**src/rtl/counting_bloom_filter_if.sv**
```systemverilog
`default_nettype none
// ------------------------------------------------------------------
// counting_bloom_filter_if : request/response bus   (rev 1.0)
// ------------------------------------------------------------------
interface counting_bloom_filter_if #(
   parameter int DATA_W = 32
);
   logic              req_valid;
   logic              req_ready;
   logic [1:0]        req_op;
   logic [DATA_W-1:0] req_data;
   logic              resp_valid;
   logic              resp_hit;
   logic              resp_err;
   logic [15:0]       elem_count;

   modport master (
      output req_valid, req_op, req_data,
      input  req_ready, resp_valid, resp_hit, resp_err, elem_count
   );

   modport slave (
      input  req_valid, req_op, req_data,
      output req_ready, resp_valid, resp_hit, resp_err, elem_count
   );
endinterface
`default_nettype wire

```
**src/rtl/counting_bloom_filter.sv**
```systemverilog
`default_nettype none
// ------------------------------------------------------------------
// counting_bloom_filter : K-hash counting Bloom filter with
// saturating buckets, safe delete and sequenced clear   (rev 1.0)
// ------------------------------------------------------------------
module counting_bloom_filter #(
   parameter int          DATA_W = 32,
   parameter int          M      = 256,
   parameter int          K      = 3,
   parameter int          CNT_W  = 4,
   parameter logic [31:0] SEED   = 32'h9E3779B9
) (
   input logic                    clk,
   input logic                    rst,
   counting_bloom_filter_if.slave bus
);
   localparam int IDX_W  = $clog2(M);
   localparam int NSLICE = (DATA_W + IDX_W - 1) / IDX_W;
   localparam int PAD_W  = NSLICE * IDX_W;
   localparam logic [CNT_W-1:0] CMAX   = '1;
   localparam logic [IDX_W-1:0] LAST_K = IDX_W'(K - 1);
   localparam logic [IDX_W-1:0] LAST_M = IDX_W'(M - 1);
   localparam logic [1:0] c_OP_QUERY  = 2'd0;
   localparam logic [1:0] c_OP_INSERT = 2'd1;
   localparam logic [1:0] c_OP_DELETE = 2'd2;

   typedef enum logic [2:0] {
      S_IDLE = 3'd0,
      S_RUN  = 3'd1,
      S_CHK  = 3'd2,
      S_DEC  = 3'd3,
      S_CLR  = 3'd4,
      S_RESP = 3'd5
   } state_t;

   state_t            r_state;
   logic [1:0]        r_op;
   logic [DATA_W-1:0] r_key;
   logic [IDX_W-1:0]  r_step;
   logic              r_hit;
   logic              r_err;
   logic              r_ready;
   logic              r_resp_valid;
   logic              r_resp_hit;
   logic              r_resp_err;
   logic [15:0]       r_elem_count;
   logic [CNT_W-1:0]  r_cnt [M];

   logic [IDX_W-1:0]  w_idx [K];
   logic [IDX_W-1:0]  w_cur_idx;
   logic [CNT_W-1:0]  w_cur_cnt;
   logic              w_hit_acc;
   logic              w_last_k;
   logic              w_cur_sat;

   for (genvar gi = 0; gi < K; gi++) begin : g_hash
      localparam int ROT = (8 * gi) % DATA_W;
      localparam logic [DATA_W-1:0] MIX = DATA_W'(SEED) * DATA_W'(gi + 1);
      logic [DATA_W-1:0] w_rot;
      logic [PAD_W-1:0]  w_pad;
      logic [IDX_W-1:0]  w_fold;

      if (ROT == 0) begin : g_norot
         assign w_rot = r_key;
      end else begin : g_rot
         assign w_rot = {r_key[DATA_W-1-ROT:0], r_key[DATA_W-1:DATA_W-ROT]};
      end

      // Top slice is zero-padded when IDX_W does not divide DATA_W.
      assign w_pad = PAD_W'(w_rot ^ MIX);

      always_comb begin
         w_fold = '0;
         for (int s = 0; s < NSLICE; s++) begin
            w_fold = w_fold ^ w_pad[s*IDX_W +: IDX_W];
         end
      end

      assign w_idx[gi] = w_fold;
   end

   always_comb begin
      w_cur_idx = '0;
      for (int i = 0; i < K; i++) begin
         if (r_step == IDX_W'(i)) begin
            w_cur_idx = w_idx[i];
         end
      end
   end

   assign w_cur_cnt = r_cnt[w_cur_idx];
   assign w_cur_sat = (w_cur_cnt == CMAX);
   assign w_hit_acc = r_hit & (w_cur_cnt != '0);
   assign w_last_k  = (r_step == LAST_K);

   always_ff @(posedge clk) begin
      if (rst) begin
         r_state      <= S_IDLE;
         r_op         <= c_OP_QUERY;
         r_key        <= '0;
         r_step       <= '0;
         r_hit        <= 1'b0;
         r_err        <= 1'b0;
         r_ready      <= 1'b1;
         r_resp_valid <= 1'b0;
         r_resp_hit   <= 1'b0;
         r_resp_err   <= 1'b0;
         r_elem_count <= '0;
         for (int j = 0; j < M; j++) begin
            r_cnt[j] <= '0;
         end
      end else begin
         case (r_state)
            S_IDLE: begin
               if (bus.req_valid) begin
                  r_op    <= bus.req_op;
                  r_key   <= bus.req_data;
                  r_step  <= '0;
                  r_hit   <= 1'b1;
                  r_err   <= 1'b0;
                  r_ready <= 1'b0;
                  case (bus.req_op)
                     c_OP_QUERY, c_OP_INSERT: r_state <= S_RUN;
                     c_OP_DELETE:             r_state <= S_CHK;
                     default:                 r_state <= S_CLR;
                  endcase
               end
            end
            S_RUN: begin
               r_hit <= w_hit_acc;
               if (r_op == c_OP_INSERT) begin
                  if (w_cur_sat) r_err <= 1'b1;
                  else           r_cnt[w_cur_idx] <= w_cur_cnt + CNT_W'(1);
               end
               if (w_last_k) begin
                  r_state      <= S_RESP;
                  r_resp_valid <= 1'b1;
                  r_resp_hit   <= (r_op == c_OP_QUERY) & w_hit_acc;
                  r_resp_err   <= (r_op == c_OP_INSERT) & (r_err | w_cur_sat);
                  if (r_op == c_OP_INSERT && r_elem_count != 16'hFFFF) begin
                     r_elem_count <= r_elem_count + 16'd1;
                  end
               end else begin
                  r_step <= r_step + IDX_W'(1);
               end
            end
            S_CHK: begin
               r_hit <= w_hit_acc;
               if (w_last_k) begin
                  r_step <= '0;
                  if (w_hit_acc) begin
                     r_state <= S_DEC;
                  end else begin
                     r_state      <= S_RESP;
                     r_resp_valid <= 1'b1;
                     r_resp_hit   <= 1'b0;
                     r_resp_err   <= 1'b1;
                  end
               end else begin
                  r_step <= r_step + IDX_W'(1);
               end
            end
            S_DEC: begin
               // A bucket at CMAX has lost its true count, so it stays pinned.
               if (w_cur_cnt == '0)  r_err <= 1'b1;
               else if (!w_cur_sat)  r_cnt[w_cur_idx] <= w_cur_cnt - CNT_W'(1);
               if (w_last_k) begin
                  r_state      <= S_RESP;
                  r_resp_valid <= 1'b1;
                  r_resp_hit   <= 1'b1;
                  r_resp_err   <= r_err | (w_cur_cnt == '0);
                  if (r_elem_count != 16'd0) begin
                     r_elem_count <= r_elem_count - 16'd1;
                  end
               end else begin
                  r_step <= r_step + IDX_W'(1);
               end
            end
            S_CLR: begin
               r_cnt[r_step] <= '0;
               if (r_step == LAST_M) begin
                  r_state      <= S_RESP;
                  r_elem_count <= '0;
                  r_resp_valid <= 1'b1;
                  r_resp_hit   <= 1'b0;
                  r_resp_err   <= 1'b0;
               end else begin
                  r_step <= r_step + IDX_W'(1);
               end
            end
            S_RESP: begin
               r_resp_valid <= 1'b0;
               r_resp_hit   <= 1'b0;
               r_resp_err   <= 1'b0;
               r_ready      <= 1'b1;
               r_state      <= S_IDLE;
            end
            default: r_state <= S_IDLE;
         endcase
      end
   end

   assign bus.req_ready  = r_ready;
   assign bus.resp_valid = r_resp_valid;
   assign bus.resp_hit   = r_resp_hit;
   assign bus.resp_err   = r_resp_err;
   assign bus.elem_count = r_elem_count;
endmodule
`default_nettype wire

```
**src/flat_wrapper.sv**
```systemverilog
// flat-port wrapper written by rule: the top's interface ports become plain ports
module counting_bloom_filter_flat 
#(
   parameter int          DATA_W = 32,
   parameter int          M      = 256,
   parameter int          K      = 3,
   parameter int          CNT_W  = 4,
   parameter logic [31:0] SEED   = 32'h9E3779B9
)
  (clk, rst, bus_req_valid, bus_req_op, bus_req_data, bus_req_ready, bus_resp_valid, bus_resp_hit, bus_resp_err, bus_elem_count);
  counting_bloom_filter_if #(.DATA_W(DATA_W)) bus_i ();
  input logic clk;
  input logic rst;
  input wire logic [$bits(bus_i.req_valid)-1:0] bus_req_valid;
  input wire logic [$bits(bus_i.req_op)-1:0] bus_req_op;
  input wire logic [$bits(bus_i.req_data)-1:0] bus_req_data;
  output wire logic [$bits(bus_i.req_ready)-1:0] bus_req_ready;
  output wire logic [$bits(bus_i.resp_valid)-1:0] bus_resp_valid;
  output wire logic [$bits(bus_i.resp_hit)-1:0] bus_resp_hit;
  output wire logic [$bits(bus_i.resp_err)-1:0] bus_resp_err;
  output wire logic [$bits(bus_i.elem_count)-1:0] bus_elem_count;
  assign bus_i.req_valid = bus_req_valid;
  assign bus_i.req_op = bus_req_op;
  assign bus_i.req_data = bus_req_data;
  assign bus_req_ready = bus_i.req_ready;
  assign bus_resp_valid = bus_i.resp_valid;
  assign bus_resp_hit = bus_i.resp_hit;
  assign bus_resp_err = bus_i.resp_err;
  assign bus_elem_count = bus_i.elem_count;
  counting_bloom_filter #(.DATA_W(DATA_W), .M(M), .K(K), .CNT_W(CNT_W), .SEED(SEED)) u_core (.clk(clk), .rst(rst), .bus(bus_i));
endmodule
```
**config.mk**
```make
export PLATFORM = sky130hd
export DESIGN_NAME = counting_bloom_filter_flat
export DESIGN_NICKNAME = d
export VERILOG_FILES = /design/src/rtl/counting_bloom_filter_if.sv /design/src/rtl/counting_bloom_filter.sv /design/src/flat_wrapper.sv
export SDC_FILE = /design/constraint.sdc
export NUM_CORES = 2
export LEC_CHECK = 0
export ABC_AREA = 1
export ABC_CLOCK_PERIOD_IN_PS = 4600
export BUFFER_PORTS_ARGS = -buffer_cell sky130_fd_sc_hd__buf_2
export CAP_MARGIN = 25
export CELL_PAD_IN_SITES_DETAIL_PLACEMENT = 1
export CELL_PAD_IN_SITES_GLOBAL_PLACEMENT = 2
export CORE_MARGIN = 2
export CORE_UTILIZATION = 40
export DETAILED_ROUTE_END_ITERATION = 7
export PLACE_DENSITY_LB_ADDON = 0.25
export SLEW_MARGIN = 15
export SYNTH_ARGS = -nofsm -noshare
export SYNTH_HDL_FRONTEND = slang
export SYNTH_SLANG_ARGS = --single-unit
export TNS_END_PERCENT = 100
```
**constraint.sdc**
```tcl
create_clock -name clk -period 4.6 [get_ports clk]
set_input_delay 0.23 -clock clk [delete_from_list [all_inputs] [get_ports clk]]
set_output_delay 0.23 -clock clk [all_outputs]
set_load 0.02 [all_outputs]
```
Word level (Yosys, flattened, before mapping)
Memories as Yosys holds them, arrays and structs flattened.
Index checks and enable logic that the tools add are counted.
{"block": "op_classes", "n_addsub": 5, "n_eq_ne": 27, "n_mux": 63, "bitwise": 18, "reduce_logical": 29}
{"cell": "$mux W16", "n": 5}
{"cell": "$mux W8", "n": 9}
{"cell": "$xor A8 B8 Y8", "n": 9}
{"cell": "$pmux W16 S3", "n": 1}
{"cell": "$pmux W8 S4", "n": 1}
{"cell": "$mux W1", "n": 31}
{"cell": "$ne A2 B1 Y1 const B", "n": 10}
{"cell": "$not A20 Y20", "n": 1}
{"cell": "$not A19 Y19", "n": 1}
{"cell": "$not A18 Y18", "n": 1}
{"cell": "$add A16 B1 Y16 const B", "n": 1}
{"cell": "$ne A16 B16 Y1 const B", "n": 1}
{"cell": "$reduce_bool A16 Y1", "n": 1}
{"cell": "$sub A16 B1 Y16 const B", "n": 1}
{"cell": "$mux W3", "n": 5}
{"cell": "$mux W4", "n": 3}
{"cell": "$pmux W3 S4", "n": 1}
{"cell": "$reduce_and A6 Y1", "n": 2}
{"cell": "$reduce_bool A4 Y1", "n": 3}
{"cell": "$pmux W1 S5", "n": 2}
{"cell": "$reduce_and A5 Y1", "n": 2}
{"cell": "$add A8 B1 Y8 const B", "n": 1}
{"cell": "$eq A8 B1 Y1 const B", "n": 1}
{"cell": "$eq A8 B2 Y1 const B", "n": 1}
{"cell": "28 further kinds", "n": 48}
{"block": "word_totals", "regBits": 67, "mem_bits_rw": 1024, "in_bits": 37, "output_inout_bits": 20, "wordCells": 154, "mem_count": 1}
{"memory": "u_core.r_cnt", "depth": 256, "width": 4, "read_ports": 1, "rd_clocked_by_memory_dff": 0, "write_ports": 256, "line_no": "counting_bloom_filter.sv:47", "source": "logic [CNT_W-1:0] r_cnt [M];"}

Depth between registers and ports, before layout
An unclocked memory read counts as a cell.
{"block": "logic_depth", "depth_word": 18, "ltp_mapped": 36, "depth_no_buf": 32}

Worst setup path after synthesis
No wires, ideal clock.
{"block": "synth_path", "path_type": "register -> register", "startpoint": "reg u_core.r_step[0]", "endpoint": "mem u_core.r_cnt[101][1], data pin", "setup_time_ns": 0.266, "t_arrival_ns": 3.780, "required_time_ns": 4.334, "setup_slack_ns": 0.554, "path_stages_with_launch": 32, "path_buffers": 4, "period_less_slack_ns": 4.046, "cell_sequence": "dfxtp_1 -> inv_1 -> ha_1 -> nand2_2 -> inv_1 -> nand2_4 -> nand3_2 -> nand2_2 -> buf_2 -> buf_2 -> nand2_1 -> nand3_1 -> nand3_1 -> nand3_1 -> nand3_1 -> nand3_1 -> nand3_1 -> nand3_1 -> nand2_1 -> inv_1 -> nand2_1 -> nor2_1 -> nor2_2 -> nand2_2 -> nand2_1 -> nand2_1 -> inv_1 -> ha_1 -> nand2_1 -> clkbuf_1 -> clkbuf_1 -> nor2_1"}
{"element": "start: declaration", "line_no": "counting_bloom_filter.sv:39", "source": "logic [IDX_W-1:0] r_step;"}
{"element": "start signal: assignment", "line_no": "counting_bloom_filter.sv:144", "source": "r_step <= r_step + IDX_W'(1);"}
{"element": "start signal: assignment", "line_no": "counting_bloom_filter.sv:160", "source": "r_step <= r_step + IDX_W'(1);"}
{"element": "start signal: assignment", "line_no": "counting_bloom_filter.sv:176", "source": "r_step <= r_step + IDX_W'(1);"}
{"element": "end: declaration", "line_no": "counting_bloom_filter.sv:47"}

==> impl_metrics.sql <==
INSERT INTO impl_metrics (metric_group, metric, value, unit) VALUES
('outcome', 'outcome', 'complete, but fails checks', ''),
('outcome', 'violations', 'negative setup slack', ''),
('drt', 'detailed_routing_iterations_pass_1', '5', ''),
('place', 'io_buffer_count', '56', ''),
('timing', 'achievable-frequency', '205', 'MHz'),
('synth', 'synth-edff-count', '1024', ''),
('clock_tree', 'cts_made_buffers', '132', ''),
('min_path', 'hold_path_startpoint', 'bus_req_data[21]', ''),
('timing', 'period_share', '106', '%'),
('global_routing', 'globalRouteTotalUtil', '29.1', '%'),
('drt', 'via_density', '5.44', ''),
('synth', 'synth_warnings', '0', ''),
('critical_path', 'path_max_fanout', '17', ''),
('synth', 'post-synth-top-count-cell', 'nand2_1', ''),
('cells_and_area', 'area_growth_syn_to_layout', '29.9', '%'),
('global_routing', 'grt.overflow.total', '0', ''),
('critical_path', 'path_class', 'reg2reg', ''),
('timing', 'fin_worst_skew', '0.0294', 'ns'),
('critical_path', 'startpoint', 'u_core.r_step[2]$_SDFFE_PP0P_', ''),
('timing', 'setup_ws', '-0.279', 'ns'),
('drt', 'drtIter0Drc', '3932', ''),
('synth', 'postSynthCellCount', '6054', ''),
('synth', 'syn_avg_cell_area', '8.84', 'um2'),
('timing', 'slew_viol_final', '0', ''),
('cells_and_area', 'post_route_cells_drive_above_1_share', '20.6', '%'),
('synth', 'number_of_unique_standard_cell_types_used_by_synthesis', '43', ''),
('timing', 'rsz0062_at_grt', 'true', ''),
('critical_path', 'setup.worst_path.start_class', 'flop', ''),
('timing', 'timing_worst_slew_pin_value', '1.20', 'ns'),
('clock_tree', 'clockRootBuffer', 'clkbuf_16', ''),
('synth', 'async_reset_ff_share', '0', '%'),
('global_routing', 'initial_antenna_violation_count', '4', ''),
('synth', 'synthDominantCellAreaShare', '57.4', '%'),
('place', 'detailedPlacementHpwl', '127', 'mm'),
('critical_path', 'critical_path_buf_inv_count', '10', ''),
('clock_tree', 'cts.sink_count', '1091', ''),
('synth', 'synth_top_area_cell', 'edfxtp_1', ''),
('synth', 'synth_flop_cell', 'edfxtp_1', ''),
('critical_path', 'crit_required', '5.22', 'ns'),
('cells_and_area', 'fillers', '15000', ''),
('place', 'gpl.final_weighted_congestion', '0.870', ''),
('clock_tree', 'cts_tree', 'built', ''),
('place', 'instance_area_after_placement', '60700', 'um2'),
('synth', 'netlist_area', '53500', 'um2'),
('timing', 'maxSlewHeadroom', '20.0', '%'),
('cells_and_area', 'num-nets-final', '6703', ''),
('clock_tree', 'clock_tree.htree_level_count', '4', ''),
('min_path', 'worstHoldPathType', 'in2reg', ''),
('timing', 'report.final.setup_viol', '1819', ''),
('die', 'chipWidth', '370', 'um'),
('drt', 'wire_per_inst', '23.7', 'um'),
('clock_tree', 'clk_pin_slew', '0.06', 'ns'),
('die', 'placeableCoreArea', '133000', 'um2'),
('timing', 'finalCriticalPeriod', '4.88', 'ns'),
('global_routing', 'first_global_vias', '48400', ''),
('critical_path', 'r2r-start', 'u_core.r_step[2]$_SDFFE_PP0P_', ''),
('clock_tree', 'clockBufferDepth', '3', ''),
('critical_path', 'cp_slowest_stage_delay', '0.39', 'ns'),
('synth', 'synth-seq-cells', '1091', ''),
('die', 'io_pins', '57', ''),
('cells_and_area', 'register_area', '32100', 'um2'),
('synth', 'synth_commonest_cells', 'nand2_1 (1688), nor2_1 (1112), edfxtp_1 (1024), nand3_1 (935), inv_1 (413)', ''),
('drt', 'number_of_vias_in_the_routed_layout', '46300', ''),
('synth', 'syn-num-nets', '6111', ''),
('cells_and_area', 'final_area', '69500', 'um2'),
('critical_path', 'cp.arrival', '5.50', 'ns'),
('critical_path', 'cpMaxStageDelayCell', 'o211ai_1', ''),
('die', 'initial_core_utilization', '40.2', '%'),
('job', 'drv_cap', '0', ''),
('critical_path', 'cp_top_family', 'simple AND/OR/NAND/NOR gates', ''),
('die', 'die-area', '137000', 'um2'),
('cells_and_area', 'multi_input_gate_area_in_the_final_layout', '19400', 'um2'),
('critical_path', 'endpoint_kind', 'flop', ''),
('drt', 'total_routed_wirelength', '202', 'mm'),
('synth', 'synth.area.top_cells', 'edfxtp_1 (57%), nand2_1 (12%), nand3_1 (8.7%)', ''),
('die', 'placement_rows', '134', ''),
('die', 'chipHeight', '370', 'um'),
('global_routing', 'grt_first_pass_wirelength', '298', 'mm'),
('global_routing', 'maximum_number_of_pins_on_one_net_before_global_route_repair', '159', ''),
('timing', 'hold_viol_final', '0', ''),
('synth', 'synth.yosys.seq_area_share', '60.0', '%'),
('drt', 'postRouteAntennaNets', '0', ''),
('clock_tree', 'clk-insertion-delay-late', '0.79', 'ns'),
('drt', 'detail_route.drc_violations', '0', '');
==> final cells by class <==
type | count | share of cell area [%]
well taps | 1768 | 3.18
inverters | 422 | 2.36
flip-flops and latches | 1091 | 46.2
diodes | 1 | 0.00360
repair buffers | 872 | 14.5
clock buffers | 168 | 5.10
clock inverters | 72 | 0.713
multi-input cells | 4127 | 27.9
==> logic make-up (layout without fill, tap and decap cells) <==
family	count (synthesis)	in the layout	share of synthesized area, %
adders and majority gates	20	20	0.482
xor gates and xnor gates	24	24	0.393
AOI/OAI and AO/OA	234	234	2.46
other	0	1	0
buffers and inverters	836	1534	6.93
and+or+nand+nor	3849	3849	29.8
DFF	1091	1091	60.0
==> through the flow <==
| step | std cells | setup TNS (ns) | worst slack (ns) | util (%) | hold WS [ns] |
|---|---|---|---|---|---|
| 2_1_floorplan | 6054 | 0 | 0.554 | - | 0.375 |
| 3_3_place_gp | 8105 | -430.26 | -0.358 | 45.6 | 0.431 |
| 3_5_place_dp | 8105 | -550.23 | -0.472 | 45.6 | 0.440 |
| 4_1_cts | 8494 | -37.35 | -0.126 | 51.3 | 0.190 |
| 5_1_grt | 8520 | -600.89 | -0.491 | 52.2 | 0.244 |
| 6_report | 8521 | -243.07 | -0.279 | 52.2 | 0.235 |
==> final timing paths <==
path                                                                end  slack [ns]  depth (start not counted)
worst min-delay path            u_core.g_hash[0].w_rot[21]$_SDFFE_PP0P_        0.23                          4
worst max-delay path                 u_core.r_cnt[244][3]$_SDFFCE_PN0P_       -0.28                         30
worst min register to register       u_core.bus.resp_valid$_SDFFE_PP0P_        0.45                          2
worst max register to register       u_core.r_cnt[244][3]$_SDFFCE_PN0P_       -0.28                         30
==> registers in the layout, summed over array words and instances, names as in the netlist <==
signal,cells
u_core.bus.resp_hit,1
u_core.r_err,1
u_core.r_cnt,1024
u_core.bus.resp_err,1
u_core.r_hit,1
u_core.r_op,2
u_core.r_state,3
u_core.bus.elem_count,16
u_core.r_step,8
u_core.bus.req_ready,1
u_core.bus.resp_valid,1
u_core.g_hash.w_rot,32
==> layer usage <==
| layer | vias to the layer above | GRT usage [%] | wire length [um] |
|---|---|---|---|
| li1 | 21200 | - | - |
| met1 | 23400 | 37.7 | 84900 |
| met2 | 1432 | 49.6 | 97600 |
| met3 | 347 | 4.16 | 12200 |
| met4 | 2 | 10.2 | 7010 |
| met5 | - | 0 | 13 |
==> cells in the final DEF (no fill, tap or decap), drive strengths merged <==
cell type and count:
ha 19, dfxtp 67, inv 424, bufinv 4, nor3 15, a311oi 1, a22oi 1, nand3b 23
or2 8, nor4 6, a32oi 3, bufbuf 12, nand3 938, or3 1, clkinv 64, o21bai 3
nand4 29, buf 805, diode 1, a21boi 1, clkinvlp 2, edfxtp 1024, xor2 11, a211oi 3
fa 1, clkbuf 178, a21oi 93, a31oi 4, nand2 1694, xnor2 13, and2 2, o21ai 88
o31ai 2, dlygate4sd3 45, a221oi 1, o211ai 34, nor2 1133
==> repair_timing <==
| item | in CTS | in global routing |
|---|---|---|
| cloned | 39 | 11 |
| resized for setup | 302 | 211 |
| pin swaps | 60 | 57 |
| hold buffers | 45 | 0 |
| endpoints found under the hold margin | 49 | 0 |
| setup buffers | 66 | 17 |
| setup endpoints to repair | 2048 | 2048 |
==> worst register-to-register path, delay by kind of cell, from the launching register on <==
family,cells,cell delay (ns)
buffers and inverters,10,1.65
AND/OR/NAND/NOR,18,2.22
flip-flops,1,0.33
AO/OA/AOI/OAI,2,0.55
Power is left out: the tool's default activity adds up to more than one toggle a clock period on the data nets, which glitch-free logic cannot reach.
